**src/rtl/mem_stage_ctrl_if.sv**
```systemverilog
// Data-memory request/response bus between the MEM-stage sequencer and memory.
interface mem_stage_ctrl_if #(
  parameter int ADDR_W = 16,
  parameter int DATA_W = 16
);
  logic              dmem_read;
  logic              dmem_write;
  logic [ADDR_W-1:0] dmem_address;
  logic [DATA_W-1:0] dmem_wdata;
  logic [1:0]        dmem_byte_enable;
  logic              dmem_resp;
  logic [DATA_W-1:0] dmem_rdata;

  // Sequencer side: issues requests, receives completion and read data.
  modport master (
    output dmem_read, dmem_write, dmem_address, dmem_wdata, dmem_byte_enable,
    input  dmem_resp, dmem_rdata
  );

  // Memory side.
  modport slave (
    input  dmem_read, dmem_write, dmem_address, dmem_wdata, dmem_byte_enable,
    output dmem_resp, dmem_rdata
  );
endinterface

```
**src/rtl/mem_stage_ctrl.sv**
```systemverilog
// LC-3b MEM-stage sequencer: one access for plain loads/stores/trap fetches,
// two back-to-back accesses (pointer read, then data read/write) for LDI/STI.
// Stalls the pipeline until the operation completes and returns the loaded word.
module mem_stage_ctrl #(
  parameter int ADDR_W = 16,
  parameter int DATA_W = 16
) (
  input  logic              clk,
  input  logic              rst_n,
  input  logic              valid,
  input  logic              mem_read,
  input  logic              mem_write,
  input  logic              is_ldi,
  input  logic              is_sti,
  input  logic              is_trap,
  input  logic [1:0]        mem_byte_enable,
  input  logic [ADDR_W-1:0] address,
  input  logic [DATA_W-1:0] wdata,
  mem_stage_ctrl_if.master  dmem,
  output logic [DATA_W-1:0] mdr,
  output logic              stall,
  output logic              done
);

  localparam logic [1:0] S_IDLE = 2'd0;
  localparam logic [1:0] S_ACC1 = 2'd1;
  localparam logic [1:0] S_ACC2 = 2'd2;
  localparam logic [1:0] S_DONE = 2'd3;

  logic [1:0]        state_q, state_d;
  // latched control word
  logic [ADDR_W-1:0] addr_q, addr_d;
  logic [DATA_W-1:0] wdata_q, wdata_d;
  logic [1:0]        be_q, be_d;
  logic              rd_q, rd_d;     // first access is a read
  logic              wr_q, wr_d;     // first access is a plain write
  logic              ind_q, ind_d;   // LDI or STI: a second access follows
  logic              ldi_q, ldi_d;   // second access is a read (else write)
  logic [ADDR_W-1:0] ptr_q, ptr_d;   // word-aligned pointer from first access
  // registered request outputs
  logic              req_rd_q, req_rd_d;
  logic              req_wr_q, req_wr_d;
  logic [ADDR_W-1:0] req_addr_q, req_addr_d;
  logic [DATA_W-1:0] req_wdata_q, req_wdata_d;
  logic [1:0]        req_be_q, req_be_d;
  logic [DATA_W-1:0] mdr_q, mdr_d;

  logic              start;
  logic              req_busy;
  logic              resp_ok;
  logic              byte_store;
  logic [ADDR_W-1:0] rdata_as_addr;

  assign start    = valid & (mem_read | mem_write | is_ldi | is_sti) & (state_q == S_IDLE);
  assign req_busy = req_rd_q | req_wr_q;
  // A response only counts while a request is actually on the bus.
  assign resp_ok  = dmem.dmem_resp & req_busy;
  // Byte stores keep address bit 0 so memory can pick the lane.
  assign byte_store    = wr_q & ((be_q == 2'b01) | (be_q == 2'b10));
  assign rdata_as_addr = ADDR_W'(dmem.dmem_rdata);

  // Sequencer next-state and request generation.
  always_comb begin
    state_d     = state_q;
    addr_d      = addr_q;
    wdata_d     = wdata_q;
    be_d        = be_q;
    rd_d        = rd_q;
    wr_d        = wr_q;
    ind_d       = ind_q;
    ldi_d       = ldi_q;
    ptr_d       = ptr_q;
    req_rd_d    = req_rd_q;
    req_wr_d    = req_wr_q;
    req_addr_d  = req_addr_q;
    req_wdata_d = req_wdata_q;
    req_be_d    = req_be_q;
    mdr_d       = mdr_q;
    case (state_q)
      S_IDLE: begin
        if (start) begin
          addr_d  = address;
          wdata_d = wdata;
          be_d    = mem_byte_enable;
          rd_d    = mem_read | is_ldi | is_sti | is_trap;
          wr_d    = mem_write & ~(mem_read | is_ldi | is_sti | is_trap);
          ind_d   = is_ldi | is_sti;
          ldi_d   = is_ldi;
          state_d = S_ACC1;
        end
      end
      S_ACC1: begin
        if (resp_ok) begin
          req_rd_d = 1'b0;
          req_wr_d = 1'b0;
          if (ind_q) begin
            ptr_d   = {rdata_as_addr[ADDR_W-1:1], 1'b0};
            state_d = S_ACC2;
          end else begin
            if (rd_q) mdr_d = dmem.dmem_rdata;
            state_d = S_DONE;
          end
        end else if (!req_busy) begin
          req_rd_d   = rd_q;
          req_wr_d   = wr_q;
          req_addr_d = byte_store ? addr_q : {addr_q[ADDR_W-1:1], 1'b0};
          req_be_d   = wr_q ? be_q : 2'b11;
          if (wr_q) req_wdata_d = wdata_q;
        end
      end
      S_ACC2: begin
        if (resp_ok) begin
          req_rd_d = 1'b0;
          req_wr_d = 1'b0;
          if (ldi_q) mdr_d = dmem.dmem_rdata;
          state_d = S_DONE;
        end else if (!req_busy) begin
          req_rd_d   = ldi_q;
          req_wr_d   = ~ldi_q;
          req_addr_d = ptr_q;
          req_be_d   = 2'b11;
          if (!ldi_q) req_wdata_d = wdata_q;
        end
      end
      default: state_d = S_IDLE;
    endcase
  end

  // State and request registers; reset drops any in-flight request at once.
  always_ff @(posedge clk or negedge rst_n) begin
    if (!rst_n) begin
      state_q     <= S_IDLE;
      addr_q      <= '0;
      wdata_q     <= '0;
      be_q        <= 2'b11;
      rd_q        <= 1'b0;
      wr_q        <= 1'b0;
      ind_q       <= 1'b0;
      ldi_q       <= 1'b0;
      ptr_q       <= '0;
      req_rd_q    <= 1'b0;
      req_wr_q    <= 1'b0;
      req_addr_q  <= '0;
      req_wdata_q <= '0;
      req_be_q    <= 2'b11;
      mdr_q       <= '0;
    end else begin
      state_q     <= state_d;
      addr_q      <= addr_d;
      wdata_q     <= wdata_d;
      be_q        <= be_d;
      rd_q        <= rd_d;
      wr_q        <= wr_d;
      ind_q       <= ind_d;
      ldi_q       <= ldi_d;
      ptr_q       <= ptr_d;
      req_rd_q    <= req_rd_d;
      req_wr_q    <= req_wr_d;
      req_addr_q  <= req_addr_d;
      req_wdata_q <= req_wdata_d;
      req_be_q    <= req_be_d;
      mdr_q       <= mdr_d;
    end
  end

  assign dmem.dmem_read        = req_rd_q;
  assign dmem.dmem_write       = req_wr_q;
  assign dmem.dmem_address     = req_addr_q;
  assign dmem.dmem_wdata       = req_wdata_q;
  assign dmem.dmem_byte_enable = req_be_q;
  assign mdr   = mdr_q;
  // Combinational so the start cycle itself is frozen; DONE lets the pipe advance.
  assign stall = start | (state_q == S_ACC1) | (state_q == S_ACC2);
  assign done  = (state_q == S_DONE);

endmodule

```
**src/flat_wrapper.sv**
```systemverilog
// flat-port wrapper written by rule: the top's interface ports become plain ports
module mem_stage_ctrl_flat 
#(
  parameter int ADDR_W = 16,
  parameter int DATA_W = 16
)
  (clk, rst_n, valid, mem_read, mem_write, is_ldi, is_sti, is_trap, mem_byte_enable, address, wdata, mdr, stall, done, dmem_dmem_read, dmem_dmem_write, dmem_dmem_address, dmem_dmem_wdata, dmem_dmem_byte_enable, dmem_dmem_resp, dmem_dmem_rdata);
  mem_stage_ctrl_if #(.ADDR_W(ADDR_W), .DATA_W(DATA_W)) dmem_i ();
  input  logic clk;
  input  logic rst_n;
  input  logic valid;
  input  logic mem_read;
  input  logic mem_write;
  input  logic is_ldi;
  input  logic is_sti;
  input  logic is_trap;
  input  logic [1:0] mem_byte_enable;
  input  logic [ADDR_W-1:0] address;
  input  logic [DATA_W-1:0] wdata;
  output logic [DATA_W-1:0] mdr;
  output logic stall;
  output logic done;
  output wire logic [$bits(dmem_i.dmem_read)-1:0] dmem_dmem_read;
  output wire logic [$bits(dmem_i.dmem_write)-1:0] dmem_dmem_write;
  output wire logic [$bits(dmem_i.dmem_address)-1:0] dmem_dmem_address;
  output wire logic [$bits(dmem_i.dmem_wdata)-1:0] dmem_dmem_wdata;
  output wire logic [$bits(dmem_i.dmem_byte_enable)-1:0] dmem_dmem_byte_enable;
  input wire logic [$bits(dmem_i.dmem_resp)-1:0] dmem_dmem_resp;
  input wire logic [$bits(dmem_i.dmem_rdata)-1:0] dmem_dmem_rdata;
  assign dmem_dmem_read = dmem_i.dmem_read;
  assign dmem_dmem_write = dmem_i.dmem_write;
  assign dmem_dmem_address = dmem_i.dmem_address;
  assign dmem_dmem_wdata = dmem_i.dmem_wdata;
  assign dmem_dmem_byte_enable = dmem_i.dmem_byte_enable;
  assign dmem_i.dmem_resp = dmem_dmem_resp;
  assign dmem_i.dmem_rdata = dmem_dmem_rdata;
  mem_stage_ctrl #(.ADDR_W(ADDR_W), .DATA_W(DATA_W)) u_core (.clk(clk), .rst_n(rst_n), .valid(valid), .mem_read(mem_read), .mem_write(mem_write), .is_ldi(is_ldi), .is_sti(is_sti), .is_trap(is_trap), .mem_byte_enable(mem_byte_enable), .address(address), .wdata(wdata), .dmem(dmem_i), .mdr(mdr), .stall(stall), .done(done));
endmodule
```
**config.mk**
```make
export PLATFORM = sky130hd
export DESIGN_NAME = mem_stage_ctrl_flat
export DESIGN_NICKNAME = d
export VERILOG_FILES = /design/src/rtl/mem_stage_ctrl_if.sv /design/src/rtl/mem_stage_ctrl.sv /design/src/flat_wrapper.sv
export SDC_FILE = /design/constraint.sdc
export NUM_CORES = 1
export LEC_CHECK = 0
export BUFFER_PORTS_ARGS = -buffer_cell sky130_fd_sc_hd__buf_2
export CORE_MARGIN = 3
export CORE_UTILIZATION = 30
export CTS_CLUSTER_DIAMETER = 50
export CTS_CLUSTER_SIZE = 25
export DETAILED_ROUTE_END_ITERATION = 8
export PLACE_DENSITY_LB_ADDON = 0.05
export RECOVER_POWER = 100
export SYNTH_ARGS = -nofsm -noshare
export SYNTH_HDL_FRONTEND = slang
export SYNTH_SLANG_ARGS = --single-unit
export TNS_END_PERCENT = 5
```
**constraint.sdc**
```tcl
create_clock -name clk -period 3.4 [get_ports clk]
set_input_delay 0 -clock clk [delete_from_list [all_inputs] [get_ports clk]]
set_output_delay 0 -clock clk [all_outputs]
set_load 0.03 [all_outputs]
```
After elaboration in Yosys (flattened, before gate mapping). Index checks and enable logic that the tools add are counted.

Multiplexer cells: 40. Equal/unequal tests: 19. Bitwise operators: 18. Reductions and logical operators: 9.

Operators with widths (count): two-way mux 16 bit (15); case mux 16 bit (2 select lines) (3); two-way mux 2 bit (8); != test 2 x 1 -> 1 bit, second input constant (6); != test 2 bit, second input constant (6); OR 1 bit (11); two-way mux 1 bit (10); AND reduction 3 bit (3); AND reduction 7 bit (1); equality test 2 bit, second input constant (3); != test 3 bit, second input constant (2); case mux 2 bit (3 select lines) (1); AND reduction 6 bit (1); bitwise AND 1 bit (5); AND reduction 5 bit (1); equality test 2 x 1 -> 1 bit, second input constant (2); case mux 1 bit (2 select lines) (2); case mux 2 bit (2 select lines) (1); logical NOT 2 bit (1); NOT 1 bit (2); AND reduction 2 bit (1); nonzero test 2 bit (1).

Bits in registers: 107. Word-level logic and storage cells: 101. Output and inout port bits: 54. Bits of input ports: 59.

Logic depth before layout (Yosys ltp). Gate-level depths: netlist (run 1).

Depth after elaboration: 7. Gate-level depth with buffers: 7. Depth with buffers taken out: 5.

Worst setup path after synthesis (run 1). OpenSTA, ideal clock, no wires.

Path kind: reg-to-reg. Start point: register u_core.state_q[0]. End point: register u_core.mdr_q[10], in the netlist u_core.mdr[10]. Buffers on the path: 1. Arrival time: 1874 ps. Data required time: 3275 ps. Library setup time: 125 ps. Slack: 1401 ps. Stages on the path, launching flop included: 7. Clock period less this slack: 1999 ps. Cells stage by stage: dfrtp_1 -> inv_1 -> ha_1 -> nor2b_1 -> a2111oi_4 -> buf_6 -> mux2_2.

Longest elaborated chain between the ends: 3. Elaborated cells on any way between the ends: 10. Classes of those cells: 7 x eq/ne; 1 x mux; 2 x reduce/logical.

Ends and longest elaborated chain: start: declaration (RTL line mem_stage_ctrl.sv:30) `logic [1:0] state_q, state_d;`; start signal: assignment (RTL line mem_stage_ctrl.sv:148) `state_q <= state_d;`; equality test 2 x 1 -> 1 bit or equality test 2 bit (tied branches) (RTL line mem_stage_ctrl.sv:79) `case (state_q)`; != test 2 x 1 -> 1 bit (no source line) (tied with other cells); AND reduction 6 bit (no source line); end signal: assignment (RTL line mem_stage_ctrl.sv:162) `mdr_q <= mdr_d;`; end: declaration (RTL line mem_stage_ctrl.sv:46) `logic [DATA_W-1:0] mdr_q, mdr_d;`.

Parallel ways exist; a longest one is shown, timed or not. A chain may end at the register's enable or synchronous reset.

Worst setup path after layout (run 1).
Start point: register u_core.state_q[0]. End point: register u_core.req_wdata_q[2], in the netlist u_core.dmem.dmem_wdata[2].

Longest elaborated chain between the ends: 3. Elaborated cells on any way between the ends: 11. Classes of those cells: 8 x eq/ne; 1 x mux; 2 x reduce/logical.

Ends and longest elaborated chain: equality test 2 x 1 -> 1 bit or equality test 2 bit (tied branches) (RTL line mem_stage_ctrl.sv:79); != test 2 x 1 -> 1 bit (no source line) (tied with other cells); AND reduction 7 bit (no source line); end signal: assignment (RTL line mem_stage_ctrl.sv:160) `req_wdata_q <= req_wdata_d;`; end: declaration (RTL line mem_stage_ctrl.sv:44) `logic [DATA_W-1:0] req_wdata_q, req_wdata_d;`.

Parallel ways exist; a longest one is shown, timed or not.

==> results of run 1 <==
==> routing by layer <==
| metal | global-route usage, % | vias to the layer above | wire length (microns) |
|---|---|---|---|
| met5 | 0 | - | 0 |
| met4 | 3.22 | 0 | 97 |
| met3 | 4.18 | 5 | 507 |
| met2 | 21.8 | 68 | 5030 |
| met1 | 17.8 | 1503 | 4880 |
| li1 | - | 1427 | - |
==> critical path: stages (launching register included) <==
cell       delay [ns]
dfrtp_1          0.39
inv_1            0.08
ha_1             0.23
clkbuf_1         0.42
o22ai_4          0.62
o2111ai_4        0.48
mux2_2           0.41
==> worst min-delay path by stage <==
stage / slack, ns / to / start / cells past startpoint
after floorplan: -0.30 / u_core.addr_q[0] / rst_n / 0
after global placement: 0.13 / u_core.addr_q[0] / rst_n / 1
after detailed placement: 0.14 / u_core.dmem.dmem_address[0] / rst_n / 1
after CTS: 0.08 / u_core.dmem.dmem_write / dmem_dmem_resp / 3
after global routing: 0.10 / u_core.dmem.dmem_write / dmem_dmem_resp / 4
final: 0.08 / u_core.dmem.dmem_write / dmem_dmem_resp / 4
==> logic make-up (layout without fill, tap and decap cells) <==
logic type,Yosys count,after routing,synth area share (%)
XOR/XNOR,1,1,0.198
buffers and inverters,25,196,2.91
AND/OR/NAND/NOR,16,16,1.78
flip-flops,107,107,60.6
multiplexers,102,102,25.5
adder cells (fa/ha/maj),4,4,1.13
AO/OA/AOI/OAI,49,49,7.94
==> timing repair <==
item,4_1_cts,5_1_grt
hold buffers,53,0
setup endpoints to repair,0,0
gates resized for setup,0,0
hold endpoints to repair,119,0
==> per-stage QoR <==
stage,cell area (sq um),std cells,hold WS (ns),total power [mW]
6_report,5930,655,0.0827,6.33
5_1_grt,5930,655,0.100,6.77
4_1_cts,6030,655,0.0757,6.55
3_5_place_dp,5170,586,0.135,5.36
3_3_place_gp,5170,586,0.134,5.32
2_1_floorplan,4430,304,-0.296,4.57
==> flip-flops by register name (all words and copies together), names as in the netlist <==
name / flops
u_core.dmem.dmem_byte_enable: 2
u_core.state_q: 2
u_core.dmem.dmem_address: 16
u_core.wdata_q: 16
u_core.wr_q: 1
u_core.dmem.dmem_wdata: 16
u_core.dmem.dmem_write: 1
u_core.addr_q: 16
u_core.ptr_q: 15
u_core.rd_q: 1
u_core.be_q: 2
u_core.ldi_q: 1
u_core.dmem.dmem_read: 1
u_core.ind_q: 1
u_core.mdr: 16
==> power by group through the flow <==
stage	registers (mW)	logic [mW]	clock network, mW
floorplan	2.85	1.72	0
global placement	2.31	3.01	0
detailed placement	2.30	3.05	0
CTS	2.29	3.10	1.16
global route	2.38	3.19	1.21
finish	2.29	2.93	1.11
==> cell type report <==
type                       instances  area share, %
clock buffer                      13           4.72
clock inverter                     3          0.738
inverter                           8          0.506
multi-input combinational        172           27.0
sequential                       107           45.2
tap                              180           3.80
timing repair buffer             172           18.0
==> cell usage in the layout (no fill, tap or decap), types with 2 or more instances in the layout <==
cell	synthesis	final
nor2_1	4	4
clkbuf_8	0	4
ha_1	4	4
a41oi_1	2	2
clkbuf_16	0	9
dlygate4sd3_1	0	53
nand2b_1	3	3
dfstp_2	4	4
a31oi_1	16	16
buf_2	4	56
nor2b_1	2	2
clkbuf_1	7	56
o21ai_0	3	3
nand2_1	4	3
mux2i_1	16	16
a21oi_1	20	20
dfrtp_1	103	103
inv_1	8	8
mux2_2	85	85
buf_4	4	6
==> results.md, run 1 <==
- Post-CTS Setup Inserts: 0
- Utilization after layout: 41.9%
- Worst reg2reg endpoint: u_core.dmem.dmem_wdata[2]
- Register area share after synthesis: 60.6%
- Die footprint: 16300 sq um
- Synthesized netlist cell count: 304
- Tightest Pin Transition: 1.48 ns
- Unrepaired setup endpoints after global routing: no
- Worst Setup End Kind: register
- Avg Cell Area, Syn: 14.6 sq um
- Crit path from: u_core.state_q[0]
- Library cells used by synthesis: 31
- Critical Path Start Type: register
- Yosys top cell by area: dfrtp_1
- Async set or reset register ratio after synthesis: 100%
- Gate power share: 46.2%
- Post-synth EDFFs: 0
- Filler cells: 1392
- Worst R2R Start: u_core.state_q[0]
- Top-count cell post-synth: dfrtp_1
- Htree depth: 3
- GP Congestion: 0.692
- HP Class: in -> reg
- Sequential power share: 36.2%
- Initial Utilization: 31.3%
- Reg-to-reg slack, setup: 0.65 ns
- Max-slew violations: 0
- Final setup vio count: 0
- Num CTS Buffers: 9
- Crit path kind: reg -> reg
- Mapped cell area: 4430 sq um
- Capture point of the worst path: u_core.dmem.dmem_wdata[2]
- Drt total wl: 10500 microns
- Arr. time, crit path: 2.98 ns
- Fmax: 363 MHz
- Area share of the largest cell type after synthesis: 58.2%
- Slew HR: 1.66%
- Mapped Nets: 367
- Top FF cell, synth: dfrtp_1
- CTS tree: done
- Int Power: 3.80 mW
- Max Root-Sink Buffers: 2
- DP Worst Slack: 0.994 ns
- CP max FO: 18
- Row count: 43
- DR vias: 3003
- Total track usage: 13.5%
- Die Ht: 128 microns
- Status: complete, no violations
- # clock sinks: 107
- Post-synthesis register bit count: 107
- Leak: 2.59 nW
- Die Wd: 128 microns
- Vias per cell: 4.58
- Wirelength per Cell: 16.0 microns
- Total global routing overflow: 0
- Final Hold Viols: 0
- Period utilisation layout: 81.0%
- Core area: 14100 sq um
- Worst vdd ir: 0.000461 V
- DR iter-0 viols: 126
- Setup TNS: 0 ns
- Area grow syn2layout: 34.0%
- Post-DP HPWL: 7020 microns
- Net Switching: 2.52 mW
- Remaining DRCs: 0
- # nets final: 533
- Largest cells by area after synthesis: dfrtp_1 58%, mux2_2 22%, mux2i_1 3.6%, dfstp_2 2.4%, a21oi_1 2.3%
- Max cap viols: 0
- Clock-pin slew on the worst setup and hold paths: 0.07 ns
- Post-route ant nets: 0
- Clock Latency Late Sink: 0.34 ns
- Final Skew: 0.00598 ns
- Initial antenna violation count: 0
- Switching share of power: 39.9%
- Setup ws final: 0.647 ns
- Largest net degree at the start of global routing: 59
- Total iterations of the first detailed-routing run: 4
- CP required: 3.63 ns
- Power Density: 1070 nW/um^2
- Share of cells above drive strength 1: 36.2%
- CTS root buffer: clkbuf_16
- Vias in the first global route: 3136
- Worst reg2reg path depth: 6
- Area of the multi-input gates: 1600 sq um
- Most frequent cells after synthesis: 103 x dfrtp_1, 85 x mux2_2, 20 x a21oi_1
- Min Tclk post-route: 2.75 ns
- Antenna Cells: 0
- First-pass GRT wire length: 17000 microns
- IO Port Bufs: 112
- # IOs: 113
- Warnings, synthesis: 0
- Clock Power Share: 17.5%
- Reg area: 2680 sq um
No activity file was read; power rests on OpenSTA's default activity.
==> run 2: changes to the inputs <==
--- a/config.mk
+++ b/config.mk
@@ -5,6 +5,7 @@
 export SDC_FILE = /design/constraint.sdc
 export NUM_CORES = 1
 export LEC_CHECK = 0
+export ABC_AREA = 1
 export BUFFER_PORTS_ARGS = -buffer_cell sky130_fd_sc_hd__buf_2
 export CORE_MARGIN = 3
 export CORE_UTILIZATION = 30
==> constraint.sdc (replaced) <==
create_clock -name clk -period 2.45 [get_ports clk]
set_input_delay 0 -clock clk [delete_from_list [all_inputs] [get_ports clk]]
set_output_delay 0 -clock clk [all_outputs]
set_load 0.03 [all_outputs]
==> run 2 against run 1 <==
Compared with the run above: the flow now finishes with violations (max-capacitance violations, max-slew violations); die area increased by 0.35%; sequential power increased by 32%; maximum frequency increased by 32%; critical endpoint is now u_core.dmem.dmem_wdata[4]; highest routed layer unchanged.
==> results.md, run 2 <==
- Status: finished, violations left
- Failing checks: max-capacitance violations, max-slew violations
- Slowest Stage Delay on Critical Path: 0.57 ns
- Yosys top cell by area: dfrtp_1
- Die Wd: 128 microns
- Htree depth: 3
- Worst vdd ir: 0.000477 V
- Antenna Cells: 0
- Metal3 WL: 640 microns
- Drt total wl: 11100 microns
- Filler cells: 1437
- Post-synth EDFFs: 0
- Post-CTS Setup Inserts: 0
- Worst Setup End Kind: register
- Top FF cell, synth: dfrtp_1
- Crit path kind: reg -> reg
- Final Hold Viols: 0
- GP Congestion: 0.750
- Fmax: 480 MHz
- Total global routing overflow: 0
- # IOs: 113
- Mapped cell area: 4450 sq um
- Largest cells by area after synthesis: dfrtp_1 58%, nand2_1 13%, o21ai_0 5.3%, inv_1 5.0%, o21ai_1 3.4%
- Wirelength per Cell: 13.4 microns
- Crit-path leading delay family: simple AND/OR/NAND/NOR gates
- Top-count cell post-synth: nand2_1
- Die Ht: 128 microns
- Routed wire length on met2: 4390 microns
- Die footprint: 16300 sq um
- Most frequent cells in the layout: 161 x nand2_1, 103 x dfrtp_1, 87 x o21ai_0
- Row count: 43
- Period utilisation layout: 85.0%
- Final setup vio count: 0
- Vias in the first global route: 3633
- CTS tree: done
- Most frequent cells after synthesis: 158 x nand2_1, 103 x dfrtp_1, 59 x inv_1
- Clock-pin slew on the worst setup and hold paths: 0.07 ns
- Largest net degree at the start of global routing: 69
- Setup TNS: 0 ns
- # clock sinks: 107
- Vias per cell: 4.33
- Most used cell, CP: nand2_1
- Total track usage: 14.2%
- Arr. time, crit path: 2.32 ns
- # nets final: 704
- CP max FO: 32
- Mapped Nets: 544
- Leak: 2.92 nW
- Synthesized netlist cell count: 481
- Post-synthesis register bit count: 107
- Remaining DRCs: 0
- Initial antenna violation count: 0
- DR top layer: met4
- Area share of the largest cell type after synthesis: 58.0%
- Total iterations of the first detailed-routing run: 4
- Library cells used by synthesis: 24
- Unrepaired setup endpoints after global routing: no
- Min Tclk post-route: 2.08 ns
- Max Root-Sink Buffers: 2
- Area grow syn2layout: 31.8%
- Share of cells above drive strength 1: 13.6%
- Final Skew: 0.00769 ns
- Register area share after synthesis: 60.3%
- CTS root buffer: clkbuf_16
- HP Class: in -> reg
- Max-slew violations: 28
- Critical Path Start Type: register
- Commonest non-fill, non-tap cell in the layout: nand2_1
- Avg Cell Area, Syn: 9.24 sq um
- Power Density: 1360 nW/um^2
- Async set or reset register ratio after synthesis: 100%
- IO Port Bufs: 112
- First-pass GRT wire length: 18300 microns
- Warnings, synthesis: 0
- CP required: 2.69 ns
- Core area: 14200 sq um
- Slowest-stage cell, CP: nand4_2
- Worst path bufs/invs: 2
- Clock Latency Late Sink: 0.34 ns
- Post-DP HPWL: 7380 microns
- Num CTS Buffers: 9
- Slew HR: -7.60%
- Initial Utilization: 31.3%
- DR vias: 3573
- Crit-path cells: inv_1 > ha_1 > inv_2 > nand2_1 > nand2_1 > nand4_2 > o21ai_0
- Tightest Pin Transition: 1.61 ns
- Met1 wire length: 5800 microns
- Hold_ws: 0.0364 ns
- DR iter-0 viols: 174
- Post-route ant nets: 0
- Max cap viols: 1
-- run 2: cell count changes after synthesis, sizes merged, moves of 2 or more --
cell | before | now
a21oi | 20 | 1
nand2b | 3 | 0
nand2 | 4 | 161
nand3 | 1 | 9
mux2 | 86 | 0
a31oi | 16 | 0
nor2b | 2 | 0
inv | 8 | 62
nor2 | 4 | 9
mux2i | 16 | 0
o211ai | 0 | 15
o21ai | 3 | 89
a41oi | 2 | 0
buf | 10 | 16
-- run 2: path summary, 6_finish.rpt --
path | startpoint | endpoint | slack (ns) | cells after the start
worst min register to register | u_core.dmem.dmem_address[9] | u_core.dmem.dmem_address[9] | 0.49 | 2
min in group asynchronous | rst_n | u_core.dmem.dmem_wdata[10] | 0.59 | 2
worst max-delay path | u_core.state_q[0] | u_core.dmem.dmem_wdata[4] | 0.37 | 7
max in group asynchronous | rst_n | u_core.dmem.dmem_address[13] | 0.61 | 3
worst max register to register | u_core.state_q[0] | u_core.dmem.dmem_wdata[4] | 0.37 | 7
worst min-delay path | dmem_dmem_resp | u_core.dmem.dmem_write | 0.04 | 4
-- run 2: final cells by class --
type | count | area (sq um) | share of cell area, %
Multi-Input combinational cell | 290 | 1330 | 22.8
Timing Repair Buffer | 171 | 1080 | 18.4
Tap cell | 180 | 225 | 3.84
Sequential cell | 107 | 2680 | 45.8
Clock buffer | 12 | 256 | 4.38
Inverter | 62 | 235 | 4.01
Clock inverter | 4 | 48.8 | 0.833
-- run 2: cells by family (layout without fill, tap and decap cells) --
group           after synthesis  count (layout)  synth area share, %
flops                       107             107                 60.3
buf+inv                      84             249                 8.27
simple gates                180             180                 16.4
xor+xnor                      1               1                0.197
fa+ha+maj                     4               4                 1.13
compound gates              105             105                 13.7
-- run 2: routing by layer --
metal | global-route usage, % | up-vias
li1 | - | 1835
met1 | 20.6 | 1610
met2 | 20.4 | 109
met3 | 3.38 | 19
met4 | 5.93 | 0
met5 | 0 | -
-- run 2: where the power goes --
part	switching [mW]	internal (mW)	leakage, nW
combinational	2.50	0.962	1.43
sequential	0.401	2.63	1.33
clock	0.649	0.848	0.153
-- run 2: tightest hold or removal path, stage by stage --
cell and delay (ns):
buf_2 0.09, nand2_1 0.04, nand2_1 0.11, o21ai_0 0.09
-- run 2: stage by stage --
stage | cell area (sq um) | total power [mW] | setup WS (ns) | utilization (%) | std cells
floorplan | 4450 | 5.80 | 0.999 | - | 481
global placement | 5150 | 6.73 | 0.386 | 36.3 | 756
detailed placement | 5150 | 6.79 | 0.326 | 36.3 | 756
CTS | 6000 | 8.40 | 0.302 | 42.2 | 826
global route | 5860 | 8.71 | 0.0292 | 41.3 | 826
finish | 5860 | 7.99 | 0.368 | 41.3 | 826
-- run 2: what timing repair did --
action | 4_1_cts | 5_1_grt
hold buffers | 54 | 0
endpoints found under the hold margin | 138 | 0
gates resized for setup | 0 | 0
